**src/rtl/multiciclo_mem_port.sv**
```systemverilog
// multiciclo_mem_port
// Multi-cycle load/store port between a processor control unit and a
// request/acknowledge memory. One access is accepted at a time from IDLE and
// is checked for size and alignment. A legal access issues a registered
// memory request and waits for MemAck, giving up after TIMEOUT cycles.
// Every access ends with a one-cycle Done pulse that carries the Fault code.
//
// Ports
//   clock, reset          rising-edge clock, synchronous active-high reset
//   ReadMemory            load request from control
//   WriteMemory           store request from control (wins over ReadMemory)
//   Address[31:0]         byte address
//   WriteData[31:0]       store data, taken from the low bits
//   Funct3[2:0]           000 LB, 001 LH, 010 LW, 100 LBU, 101 LHU
//   ReadData[31:0]        extended load result, held until the next good load
//   Busy                  stall to control
//   Done                  one-cycle completion pulse
//   Fault[1:0]            00 ok, 01 misaligned, 10 timeout, 11 illegal size
//   MemReq, MemWe         memory request / write enable
//   MemAddr[29:0]         word address (Address[31:2])
//   MemByteEn[3:0]        byte-lane enables
//   MemWdata[31:0]        lane-aligned store data
//   MemRdata[31:0]        memory read word
//   MemAck                memory completion
module multiciclo_mem_port #(
  parameter int TIMEOUT = 15
) (
  input  logic        clock,
  input  logic        reset,
  input  logic        ReadMemory,
  input  logic        WriteMemory,
  input  logic [31:0] Address,
  input  logic [31:0] WriteData,
  input  logic [2:0]  Funct3,
  output logic [31:0] ReadData,
  output logic        Busy,
  output logic        Done,
  output logic [1:0]  Fault,
  output logic        MemReq,
  output logic        MemWe,
  output logic [29:0] MemAddr,
  output logic [3:0]  MemByteEn,
  output logic [31:0] MemWdata,
  input  logic [31:0] MemRdata,
  input  logic        MemAck
);

  localparam logic [7:0] TIMEOUT_CNT = TIMEOUT[7:0];

  typedef enum logic [1:0] {IDLE, REQ, RESP, ERR} state_t;

  state_t      state_reg, state_next;
  logic [1:0]  fault_reg, fault_next;
  logic [7:0]  cnt_reg, cnt_next;
  logic        accept;

  logic [2:0]  f3_reg;
  logic [1:0]  alo_reg;
  logic        mem_we_reg;
  logic [29:0] mem_addr_reg;
  logic [3:0]  mem_be_reg;
  logic [31:0] mem_wdata_reg;
  logic [31:0] read_data_reg;

  logic        req_any;
  logic        illegal;
  logic        misaligned;
  logic [3:0]  be_next;
  logic [31:0] wdata_next;
  logic [31:0] load_ext;

  // ------------------------------------------------------------------
  // Acceptance checks, evaluated against the live request in IDLE.
  // Stores only exist in byte/half/word sizes; loads reject 011/11x.
  // ------------------------------------------------------------------
  assign req_any = ReadMemory | WriteMemory;

  always_comb begin
    illegal    = 1'b0;
    misaligned = 1'b0;
    if (WriteMemory) begin
      illegal = Funct3[2] | (Funct3[1:0] == 2'b11);
    end else begin
      illegal = (Funct3 == 3'b011) | (Funct3[2:1] == 2'b11);
    end
    misaligned = ((Funct3[1:0] == 2'b01) & Address[0]) |
                 ((Funct3[1:0] == 2'b10) & (Address[1:0] != 2'b00));
  end

  // Store lane placement; loads always fetch the whole word.
  always_comb begin
    be_next    = 4'b1111;
    wdata_next = WriteData;
    if (WriteMemory) begin
      case (Funct3[1:0])
        2'b00: begin
          be_next    = 4'b0001 << Address[1:0];
          wdata_next = {4{WriteData[7:0]}};
        end
        2'b01: begin
          be_next    = Address[1] ? 4'b1100 : 4'b0011;
          wdata_next = {2{WriteData[15:0]}};
        end
        default: begin
          be_next    = 4'b1111;
          wdata_next = WriteData;
        end
      endcase
    end
  end

  // ------------------------------------------------------------------
  // Load extraction from the returned word, steered by the registered
  // low address bits and size captured at acceptance.
  // ------------------------------------------------------------------
  logic [7:0] rd_byte [4];

  generate
    for (genvar gi = 0; gi < 4; gi++) begin : g_lane
      assign rd_byte[gi] = MemRdata[8*gi +: 8];
    end
  endgenerate

  logic [7:0]  sel_byte;
  logic [15:0] sel_half;

  assign sel_byte = rd_byte[alo_reg];
  assign sel_half = alo_reg[1] ? MemRdata[31:16] : MemRdata[15:0];

  always_comb begin
    load_ext = MemRdata;
    case (f3_reg)
      3'b000:  load_ext = {{24{sel_byte[7]}}, sel_byte};
      3'b001:  load_ext = {{16{sel_half[15]}}, sel_half};
      3'b100:  load_ext = {24'h000000, sel_byte};
      3'b101:  load_ext = {16'h0000, sel_half};
      default: load_ext = MemRdata;
    endcase
  end

  // ------------------------------------------------------------------
  // FSM next state
  // ------------------------------------------------------------------
  always_comb begin
    state_next = state_reg;
    fault_next = fault_reg;
    cnt_next   = cnt_reg;
    accept     = 1'b0;
    case (state_reg)
      IDLE: begin
        if (req_any) begin
          cnt_next = 8'd0;
          if (illegal) begin
            state_next = ERR;
            fault_next = 2'b11;
          end else if (misaligned) begin
            state_next = ERR;
            fault_next = 2'b01;
          end else begin
            state_next = REQ;
            fault_next = 2'b00;
            accept     = 1'b1;
          end
        end
      end
      REQ: begin
        if (MemAck) begin
          state_next = RESP;
          fault_next = 2'b00;
        end else if (cnt_reg + 8'd1 == TIMEOUT_CNT) begin
          // The cycle that just ended was the TIMEOUT-th request cycle.
          state_next = ERR;
          fault_next = 2'b10;
        end else begin
          cnt_next = cnt_reg + 8'd1;
        end
      end
      RESP:    state_next = IDLE;
      ERR:     state_next = IDLE;
      default: state_next = IDLE;
    endcase
  end

  // ------------------------------------------------------------------
  // Registers
  // ------------------------------------------------------------------
  always_ff @(posedge clock) begin
    if (reset) begin
      state_reg     <= IDLE;
      fault_reg     <= 2'b00;
      cnt_reg       <= 8'd0;
      f3_reg        <= 3'b000;
      alo_reg       <= 2'b00;
      mem_we_reg    <= 1'b0;
      mem_addr_reg  <= 30'd0;
      mem_be_reg    <= 4'b0000;
      mem_wdata_reg <= 32'd0;
      read_data_reg <= 32'd0;
    end else begin
      state_reg <= state_next;
      fault_reg <= fault_next;
      cnt_reg   <= cnt_next;
      if (accept) begin
        f3_reg        <= Funct3;
        alo_reg       <= Address[1:0];
        mem_we_reg    <= WriteMemory;
        mem_addr_reg  <= Address[31:2];
        mem_be_reg    <= be_next;
        mem_wdata_reg <= wdata_next;
      end
      // The extended result is stored on the acknowledging edge so that it
      // is already valid during the RESP cycle alongside Done.
      if ((state_reg == REQ) && MemAck && !mem_we_reg) begin
        read_data_reg <= load_ext;
      end
    end
  end

  // ------------------------------------------------------------------
  // Outputs
  // ------------------------------------------------------------------
  assign MemReq    = (state_reg == REQ);
  assign MemWe     = mem_we_reg;
  assign MemAddr   = mem_addr_reg;
  assign MemByteEn = mem_be_reg;
  assign MemWdata  = mem_wdata_reg;
  assign ReadData  = read_data_reg;
  assign Done      = (state_reg == RESP) | (state_reg == ERR);
  assign Fault     = Done ? fault_reg : 2'b00;
  assign Busy      = ((state_reg == IDLE) & req_any) | (state_reg == REQ);

endmodule
```
**config.mk**
```make
export PLATFORM = sky130hd
export DESIGN_NAME = multiciclo_mem_port
export DESIGN_NICKNAME = d
export VERILOG_FILES = /design/src/rtl/multiciclo_mem_port.sv
export SDC_FILE = /design/constraint.sdc
export NUM_CORES = 1
export LEC_CHECK = 0
export BUFFER_PORTS_ARGS = -buffer_cell sky130_fd_sc_hd__buf_2
export CORE_AREA = 2 2 76 151
export CTS_CLUSTER_DIAMETER = 50
export CTS_CLUSTER_SIZE = 10
export DETAILED_ROUTE_END_ITERATION = 16
export DIE_AREA = 0 0 78 153
export HOLD_SLACK_MARGIN = 0.02
export PLACE_DENSITY = 0.79
export SLEW_MARGIN = 0
export SYNTH_ARGS = -nofsm -noshare
export SYNTH_HDL_FRONTEND = slang
export SYNTH_SLANG_ARGS = --single-unit
```
**constraint.sdc**
```tcl
create_clock -name clock -period 2 [get_ports clock]
set_input_delay 0.3 -clock clock [delete_from_list [all_inputs] [get_ports clock]]
set_output_delay 0.3 -clock clock [all_outputs]
set_load 0.05 [all_outputs]
```
==> summary.txt <==
critical-path cell list: nor3_1 > or2_2 > inv_2 > buf_4 > buf_4
DR vias: 5455
Max-Cap Viols: 0
Async S/R FF share, synth: 0
Clock Power Share: 0.424
die area: 11900 um2
crit-path max cell delay: 0.39 ns
fraction of the cycle the final worst path needs: 0.934
CTS Root Cell: clkbuf_16
top_reg_cell synth: dfxtp_1
top-count cell post-synth: nand2_1
Yosys top cell area share: 0.450
PD cells: 997 nW/um2
arrival time worst endpoint: 1.57 ns
DRT Wirelength: 15700 um
cts bufs inserted: 17
internal power: 4.76 mW
Placed Area: 6440 um2
final setup violation count: 0
Setup Skew: 0.0118 ns
CP Max Fanout: 6
CP endpoint kind: output port
CTS Hold Buffers Added: 0
Slew @ Worst Pin: 0.640 ns
sequential share of power: 0.366
post-synthesis cell area: 5160 um2
overall global routing resource usage: 0.265
worst path bufs/invs: 3
Max Slew Vio Count: 0
Std-Cell Rows: 54
clk_lat worst skew: 0.41 ns
layout cells sized above 1: 0.338
GP Congestion: 0.910
syn_area_per_cell: 7.99 um2
Clock Path Buffers: 2
nets@finish: 957
clk sinks: 116
Clk pin slew, worst setup/hold paths: 0.06 ns
die span in x: 78 um
EDFF count, synth: 0
vias in the first global route: 5336
worst rel slew slack: 0.573
DIE HEIGHT: 153 um
postcts setup bufs: 0
first-pass GRT wire length: 25300 um
DRC Markers: 0
Net Sw Frac: 0.322
Mapped Cells: 646
Congestion Overflow GR: 0
Distinct cells, synth: 42
outcome: finished, final reports clean
Final ANT Viol Nets: 0
Startpoint Class: register
critical path data required time: 1.70 ns
fillcell total: 987
# IOs: 208
Worst path most repeated cell: buf_4
Commonest cells post-synth: nand2_1 (168), dfxtp_1 (116), a21oi_1 (90), o21ai_0 (35), clkbuf_1 (30)
Via density: 5.42
Min-Delay Path Class: input port to register
f_max: 0.535 GHz
Yosys Warn Count: 0
syn_nets: 752
crit-path leading delay family: buffers and inverters
cells taking the most area after synthesis: dfxtp_1 (45%), nand2_1 (12%), a21oi_1 (8.7%)
RSZ-0062 raised after global routing: no
P_sw: 2.26 mW
initial core utilization: 0.477
CP max-delay cell: dfxtp_4
Fin Setup TNS: 0 ns
core area: 10800 um2
WL/cell: 15.6 um
DP Wirelength: 11600 um
1st-pass router iterations: 5
worst setup path class: register to output port
final instance area: 7040 um2
worst vdd ir: 0.000670 V
initial antenna violation count: 2
Seq/Total Area, Yosys: 0.450
Leak Pwr: 3.05 nW
Worst R2R Setup Slack: 0.17 ns
DR iter-0 viols: 220
P&R area growth vs syn: 36.5%
Min Clock Period, post-route: 1.87 ns
H-tree depth: 4
cell taking the most area after synthesis: dfxtp_1
combinational share of power: 0.211
pin count of the biggest net entering global routing: 56
CTS tree: built
#FFs+latches synth: 116
I/O Buffers: 207
Final Hold Fails: 0
==> worst min-delay path: stages <==
cell,delay (ns)
buf_2,0.09
nand2_1,0.04
a21oi_1,0.05
==> power by group through the flow <==
| stage | Sequential [mW] | Combinational, mW | Clock, mW |
|---|---|---|---|
| CTS | 2.57 | 1.48 | 3.02 |
| global route | 2.59 | 1.58 | 3.12 |
| finish | 2.57 | 1.48 | 2.97 |
| floorplan | 3.08 | 0.544 | 0 |
| detailed placement | 2.61 | 1.47 | 0 |
| global placement | 2.61 | 1.46 | 0 |
==> path summary, 6_finish.rpt <==
kind | start | end | cells after the start
worst max-delay path | state_reg[0] | Busy | 5
worst min-delay path | Address[20] | MemAddr[18] | 3
worst max register to register | cnt_reg[1] | cnt_reg[0] | 6
worst min register to register | MemAddr[27] | MemAddr[27] | 2
==> timing repair <==
action / 4_1_cts / 5_1_grt
setup endpoints to repair: 2 / 2
cloned: 0 / 0
pin swaps: 0 / 0
gates resized for setup: 3 / 3
==> through the flow <==
stage	total power, mW	hold WS [ns]	utilization	setup slack (ns)	instances
after floorplan	3.62	0.436	-	0.0176	646
after global placement	4.07	0.434	0.596	0.0592	972
after detailed placement	4.09	0.442	0.596	0.0229	972
after CTS	7.07	0.114	0.651	0.0249	1004
after global routing	7.29	0.124	0.652	0.00330	1006
final	7.02	0.125	0.652	0.132	1006
==> per-layer routing <==
layer	track usage	vias up	share of wire
met5	0	-	0
met4	0.168	0	0.044
met3	0.0626	57	0.063
met2	0.473	230	0.54
met1	0.269	2505	0.35
li1	-	2663	-
==> cell families after synthesis <==
group,after synthesis,share of synthesized area
AND/OR/NAND/NOR,249,0.214
XOR/XNOR,4,0.00679
adder cells (fa/ha/maj),2,0.00485
flip-flops,116,0.450
buffers and inverters,59,0.0473
AO/OA/AOI/OAI,189,0.220
multiplexers,27,0.0567
==> cell type report <==
cell class	instances	area, um2	area share
inverters	7	26.3	0.00373
flip-flops and latches	116	2330	0.330
repair buffers	238	1320	0.188
clock buffers	18	429	0.0609
diodes	2	5.00	0.000711
clock inverters	14	154	0.0219
multi-input cells	471	2610	0.370
well taps	140	175	0.0249
==> placed cells by master (no fill, tap or decap), types with 16 or more instances in the layout <==
cell	n
buf_2	206
nand2_1	168
dfxtp_1	114
a21oi_1	90
o21ai_0	35
buf_4	28
nor2_1	24
a211oi_1	19
mux2i_1	18
clkbuf_16	17
o211ai_1	16
Power figures use the tool's default switching activity.
